$ cat config.mk
export PLATFORM = sky130hd
export DESIGN_NAME = stream_mux
export DESIGN_NICKNAME = d
export VERILOG_FILES = /design/src/rtl/stream_mux_pkg.sv /design/src/rtl/stream_mux_rr_arbiter.sv /design/src/rtl/stream_mux.sv
export SDC_FILE = /design/constraint.sdc
export NUM_CORES = 1
export LEC_CHECK = 0
export CORE_MARGIN = 2
export CORE_UTILIZATION = 30
export DETAILED_ROUTE_END_ITERATION = 12
export PLACE_DENSITY = 0.81
export REMOVE_ABC_BUFFERS = 1
export SETUP_SLACK_MARGIN = 0.1
export SLEW_MARGIN = 10
export SYNTH_ARGS = -nofsm -noshare
export SYNTH_HDL_FRONTEND = slang
export SYNTH_HIERARCHICAL = 1
export SYNTH_SLANG_ARGS = --single-unit
export TNS_END_PERCENT = 100
$ cat constraint.sdc
create_clock -name clk -period 3 [get_ports clk]
set_clock_uncertainty 0.1 [all_clocks]
set_input_delay 0.45 -clock clk [delete_from_list [all_inputs] [get_ports clk]]
set_output_delay 0.45 -clock clk [all_outputs]
set_load 0.05 [all_outputs]
$ cat src/rtl/stream_mux_pkg.sv
// Shared constants and the round-robin pick function for stream_mux.
// Arbitration helpers are written at a fixed maximum width and cast down by the users.
package stream_mux_pkg;

    localparam int MODE_SEL  = 0;
    localparam int MODE_RR   = 1;
    localparam int MAX_N     = 16;
    localparam int MAX_SEL_W = 4;

    // One-hot grant to the first valid channel at or after ptr, wrapping modulo n.
    function automatic logic [MAX_N-1:0] rr_pick(
        input logic [MAX_N-1:0]     valid,
        input logic [MAX_SEL_W-1:0] ptr,
        input int                   n
    );
        logic [MAX_N-1:0] grant;
        logic             found;
        int               idx;
        grant = {MAX_N{1'b0}};
        found = 1'b0;
        for (int i = 0; i < MAX_N; i++) begin
            idx = int'(ptr) + i;
            if (idx >= n) begin
                idx = idx - n;
            end
            if ((i < n) && !found && valid[idx]) begin
                grant[idx] = 1'b1;
                found      = 1'b1;
            end
        end
        return grant;
    endfunction

endpackage

$ cat src/rtl/stream_mux_rr_arbiter.sv
// Round-robin arbiter for stream_mux; holds the search pointer.
// The pointer advances past the accepted channel, which may differ from this grant under a packet lock.
module rr_arbiter
    import stream_mux_pkg::*;
#(
    parameter int N     = 4,
    parameter int SEL_W = $clog2(N)
) (
    input  logic             clk,
    input  logic             rst,
    input  logic [N-1:0]     req,
    input  logic             advance,
    input  logic [SEL_W-1:0] idx,
    output logic [N-1:0]     grant
);

    logic [SEL_W-1:0] ptr_r;

    // Combinational grant from the current requests and pointer.
    always_comb begin
        grant = N'(rr_pick(MAX_N'(req), MAX_SEL_W'(ptr_r), N));
    end

    // Pointer update: move just past the channel that was accepted.
    always_ff @(posedge clk or posedge rst) begin
        if (rst) begin
            ptr_r <= {SEL_W{1'b0}};
        end else if (advance) begin
            ptr_r <= (idx == SEL_W'(N - 1)) ? {SEL_W{1'b0}} : idx + SEL_W'(1);
        end
    end

endmodule

$ cat src/rtl/stream_mux.sv
// N-channel valid/ready stream combiner with a registered output stage.
// Optional packet lock on in_last/out_last when STREAM_MUX_LAST_LOCK_EN is defined.
module stream_mux
    import stream_mux_pkg::*;
#(
    parameter int N     = 4,
    parameter int W     = 8,
    parameter int MODE  = MODE_SEL,
    parameter int SEL_W = $clog2(N)
) (
    input  logic             clk,
    input  logic             rst,
    input  logic [N-1:0]     in_valid,
    output logic [N-1:0]     in_ready,
    input  logic [N*W-1:0]   in_data,
    input  logic [SEL_W-1:0] sel,
`ifdef STREAM_MUX_LAST_LOCK_EN
    input  logic [N-1:0]     in_last,
    output logic             out_last,
`endif
    output logic             out_valid,
    input  logic             out_ready,
    output logic [W-1:0]     out_data,
    output logic [SEL_W-1:0] out_sel
);

    logic [N-1:0]     rr_grant_s;
    logic [N-1:0]     base_grant_s;
    logic [N-1:0]     grant_s;
    logic             free_s;
    logic             accept_s;
    logic [SEL_W-1:0] acc_idx_s;

    generate
        if (MODE == MODE_RR) begin : g_rr
            rr_arbiter #(.N(N), .SEL_W(SEL_W)) u_arb (
                .clk     (clk),
                .rst     (rst),
                .req     (in_valid),
                .advance (accept_s),
                .idx     (acc_idx_s),
                .grant   (rr_grant_s)
            );
        end else begin : g_sel
            assign rr_grant_s = {N{1'b0}};
        end
    endgenerate

    // Per-beat grant: arbiter result, or decoded sel with out-of-range selecting nothing.
    always_comb begin
        base_grant_s = {N{1'b0}};
        if (MODE == MODE_RR) begin
            base_grant_s = rr_grant_s;
        end else if (32'(sel) < 32'(N)) begin
            base_grant_s[sel] = 1'b1;
        end else begin
            base_grant_s = {N{1'b0}};
        end
    end

`ifdef STREAM_MUX_LAST_LOCK_EN
    logic             lock_r;
    logic [SEL_W-1:0] lock_ch_r;

    // An unfinished packet keeps the grant on its channel until its last beat.
    always_comb begin
        grant_s = {N{1'b0}};
        if (lock_r) begin
            grant_s[lock_ch_r] = 1'b1;
        end else begin
            grant_s = base_grant_s;
        end
    end

    // Lock state and last flag follow every accepted beat.
    always_ff @(posedge clk or posedge rst) begin
        if (rst) begin
            lock_r    <= 1'b0;
            lock_ch_r <= {SEL_W{1'b0}};
            out_last  <= 1'b0;
        end else if (accept_s) begin
            lock_r    <= ~in_last[acc_idx_s];
            lock_ch_r <= acc_idx_s;
            out_last  <= in_last[acc_idx_s];
        end
    end
`else
    // Without packet locking the per-beat grant is final.
    always_comb begin
        grant_s = base_grant_s;
    end
`endif

    // Handshake: ready only when the output register can take a beat; index from one-hot grant.
    always_comb begin
        free_s = ~out_valid | out_ready;
        if (rst) begin
            in_ready = {N{1'b0}};
        end else begin
            in_ready = grant_s & {N{free_s}};
        end
        accept_s  = |(in_valid & in_ready);
        acc_idx_s = {SEL_W{1'b0}};
        for (int i = 0; i < N; i++) begin
            acc_idx_s = acc_idx_s | (grant_s[i] ? SEL_W'(i) : {SEL_W{1'b0}});
        end
    end

    // Output register: load on accept, clear valid on drain, otherwise hold.
    always_ff @(posedge clk or posedge rst) begin
        if (rst) begin
            out_valid <= 1'b0;
            out_data  <= {W{1'b0}};
            out_sel   <= {SEL_W{1'b0}};
        end else if (accept_s) begin
            out_valid <= 1'b1;
            out_data  <= in_data[int'(acc_idx_s) * W +: W];
            out_sel   <= acc_idx_s;
        end else if (out_ready) begin
            out_valid <= 1'b0;
        end
    end

endmodule

# [After elaboration in Yosys (flattened, before gate mapping)]
# Cells that the tools add are included.
[totals] regBits=11 input_bits=41 output_inout_bits=15 word_cells=23
[classes] magnitude_cmp=2 shift=1 muxes=8 bitwise_logic=6 reduce_logical=3
[ops] operator="32-bit by 6-bit indexed part select with 8-bit output" count=1
[ops] operator="4-bit AND" count=2
[ops] operator="1-bit two-way mux" count=4
[ops] operator="2-bit two-way mux" count=2
[ops] operator="4-bit two-way mux" count=1
[ops] operator="4-bit OR reduction" count=1
[ops] operator="2-bit by 3-bit < comparator with 1-bit output, second input constant" count=1
[ops] operator="1-bit demux with 2-bit select" count=1
[ops] operator="2-bit by 1-bit greater-or-equal comparator with 1-bit output, second input constant" count=1
[ops] operator="1-bit by 2-bit bitwise OR with 2-bit output" count=1
[ops] operator="2-bit bitwise OR" count=1
[ops] operator="2-bit nonzero test" count=1
[ops] operator="1-bit logical AND" count=1
[ops] operator="1-bit NOT" count=1
[ops] operator="1-bit bitwise OR" count=1

# [Longest topological paths before layout]
[depth] ltp_word=9 mapped_depth=4 ltp_nobuf=3

# [Worst setup path after synthesis]
# Ideal clock, no wire load.
[synth_timing] path_kind="input-to-output" from="input rst" to="output in_ready[0]" arrival_ps=2036 required_time_ps=2450 path_slack_ps=414 stages=3 path_buffers=0 path_cell_list="inv_1 > nand2_1 > nor3_1"
[synth_between] elab_chain_len=1
[synth_lines] item="start: declaration" line="stream_mux.sv:12" rtl="input logic rst,"
[synth_lines] item="4-bit two-way mux" line="stream_mux.sv:97" rtl="if (rst) begin"
[synth_lines] item="end: declaration" line="stream_mux.sv:14" rtl="output logic [N-1:0] in_ready,"
# Every way passes these cells.

# [Worst setup path in the final report]
[layout_timing] from="input sel[0]" to="output in_ready[3]"
[layout_between] elab_chain_len=6 word_cells_on_any_way=7 cone_classes="order compare (2); mux (3); bitwise (1); reduce/logical (1)"
[layout_lines] item="start: declaration" line="stream_mux.sv:16" rtl="input logic [SEL_W-1:0] sel,"
[layout_lines] item="2-bit by 3-bit < comparator with 1-bit output (implied by the code) or 2-bit by 1-bit greater-or-equal comparator with 1-bit output (tied branches)" line="stream_mux.sv:55" rtl="base_grant_s[sel] = 1'b1;"
[layout_lines] item="1-bit logical AND (implied by the code)" line="stream_mux.sv:55"
[layout_lines] item="1-bit two-way mux (implied by the code)" line="stream_mux.sv:55"
[layout_lines] item="1-bit demux with 2-bit select (*)" line="stream_mux.sv:55"
[layout_lines] item="4-bit AND (*)" line="stream_mux.sv:100" rtl="in_ready = grant_s & {N{free_s}};"
[layout_lines] item="4-bit two-way mux (*)" line="stream_mux.sv:97"
# Mark *: on every way between the ends. The rest lies on a longest branch, timed or not.

==> impl_metrics.toml <==
[pwr]
powerDensity_nw_per_um2 = 503
p_sw_uw = 273
ir_worst_vdd_v = 0.000302
p_int_uw = 410
clock_power_share_pct = 14.3
leakage_uw = 0.000534
pwr-share-comb_pct = 55.5
seq_power_share_pct = 30.1
netSwitchingFraction_pct = 40.0

[placement]
placed_area_um2 = 1330
place.port_buffers = 55
placedCellCount = 131
hpwl_mm = 1.66
globalplace.congestion = 0.663
post-place-ws_ps = 520

[grt]
grt_pass1_wl_mm = 3.20
antenna_found_initial = 0
grt_max_degree = 15
grt_pass1_vias = 724
grt_overflow = 0
track_usage_pct = 15.9

[detailed_routing]
routed_wl_mm = 1.99
firstDrtPassIters = 3
wire_per_inst_um = 14.7
ant_nets = 0
vias = 666
first_iter_violations = 1
via_per_inst = 4.93
drc = 0

[die]
ios = 56
die_y_um = 52.5
die_x_um = 52.5
rows = 17
die_area_um2 = 2750
start_util_pct = 31.8
core_um2 = 2210

[logic_synthesis]
synth_seq_cells = 11
seq_area_frac_synth_pct = 39.1
synth_edf_count = 0
synth_area_leaders = "dfrtp_1, mux4_2, mux2_2"
ys_types = 14
yosys-top-cells-count = "dfrtp_1, mux2_2, mux4_2"
synth_top_area_share_pct = 39.1
synth_warnings = 6
syn-mean-instance-area_um2 = 14.7
yosys.area.top_type = "dfrtp_1"
synth-main-ff-cell = "dfrtp_1"
syn_inst = 48
netlist_area_um2 = 704
async_flop_share_pct = 100

[layout]
stdcell_count = 135
finalInstanceArea_um2 = 1360
areaGrowthSynthToFinish_pct = 92.9
drive_gt1_share_pct = 29.0
final.fill_count = 188
diodes = 0
final_util_pct = 61.4
fin_nets = 149

[timing]
fmax_mhz = 406
fin_ws_ps = 535
setup_violations = 0
min_period_ps = 2470
setup_tns_ps = 0
hold_viol = 0
slew_headroom_pct = 66.1
tightest_slew_ps = 508
rsz0062_at_grt = "false"
drv_slew = 0
fin_crit_sh_pct = 82.2

[worst_setup_path]
r2r_setup_slack_ps = 1660
worstPathArrival_ps = 1920
cp_max_fo = 10
cp-start-kind = "input port"
reg2reg_from = "out_valid$_DFFE_PP0P_"
endpoint_kind = "output pin"
reg2reg_depth = 3
r2r_end = "out_data[0]$_DFFE_PP0P_"
cp.required_ps = 2450
path_class = "in2out"

[clock_tree]
htree_levels = 1
clk_latency_ps = 260
cts.clk_slew.worst_paths_ps = 70
cts_buffers = 3
cts_hold_buffers = 0
cts_tree = "built"
root_buffer = "clkbuf_4"
cts_sinks = 11
cts_resized = 0
cts_buffer_depth = 2
post_cts_buffers = 0

[flow_run]
max_cap_violations = 0

[hold_path]
min_path_type = "in2async"

[outcome]
status = "finished clean"
-- sequential cells by signal, indices dropped and copies added (netlist names) --
name / cells
out_data: 8
out_sel: 2
out_valid: 1
-- metrics by stage --
stage,total power (uW),hold slack [ps]
after floorplan,427,256
after global placement,584,387
after detailed placement,592,394
after CTS,694,410
after global routing,720,416
final,684,409
-- area by class of cell --
class                           instances  area (um^2)  area share, %
Clock buffer                            4         26.3           1.93
Multi-Input combinational cell         31          398           29.3
Sequential cell                        11          275           20.3
Tap cell                               28         35.0           2.58
Timing Repair Buffer                   58          613           45.1
Inverter                                3         11.3          0.829
-- cells in the final DEF (no fill, tap or decap) --
master            n
buf_12            4
mux2_2           11
a31oi_1           1
inv_1             3
nor3_1            4
clkbuf_1          1
mux4_2            9
o2bb2ai_1         1
clkdlybuf4s50_1  51
nand2_1           2
nand2b_1          1
nand3_4           1
clkbuf_4          3
buf_4             3
nand3_1           1
dfrtp_1          11
-- worst max path at each step --
| stage | from | end | slack (ps) | cells past startpoint |
|---|---|---|---|---|
| 2_1_floorplan | rst | in_ready[0] | 410 | 3 |
| 6_report | sel[0] | in_ready[3] | 530 | 5 |
| 3_5_place_dp | sel[0] | in_ready[1] | 520 | 5 |
| 5_1_grt | sel[0] | in_ready[1] | 430 | 5 |
| 3_3_place_gp | sel[0] | in_ready[3] | 570 | 5 |
| 4_1_cts | sel[0] | in_ready[1] | 520 | 5 |
-- layer usage --
metal | up-vias | GRT usage (%) | part of all wire [%]
met1 | 328 | 17.9 | 35
met5 | - | 0 | 0
met4 | 0 | 2.56 | 0
li1 | 309 | - | -
met3 | 0 | 4.29 | 8.8
met2 | 29 | 30.0 | 56
-- logic make-up (layout without fill, tap and decap cells) --
logic type	Yosys count	count (layout)	synth area share [%]
AOI/OAI and AO/OA	2	2	2.13
DFF	11	11	39.1
and+or+nand+nor	9	9	7.99
buffers and inverters	6	65	4.44
muxes	20	20	46.4
-- power groups by stage --
| stage | sequential [uW] | clock, uW | combinational, uW |
|---|---|---|---|
| after detailed placement | 209 | 0 | 383 |
| final | 206 | 98.1 | 380 |
| after global routing | 211 | 111 | 398 |
| after floorplan | 345 | 0 | 81.8 |
| after CTS | 206 | 104 | 384 |
| after global placement | 206 | 0 | 377 |
-- critical path, cell delays in order --
cell and delay, ps:
clkdlybuf4s50_1 640, buf_4 250, inv_1 70, nor3_1 320, buf_12 190
Note: power is estimated with default switching activity, not from simulation.
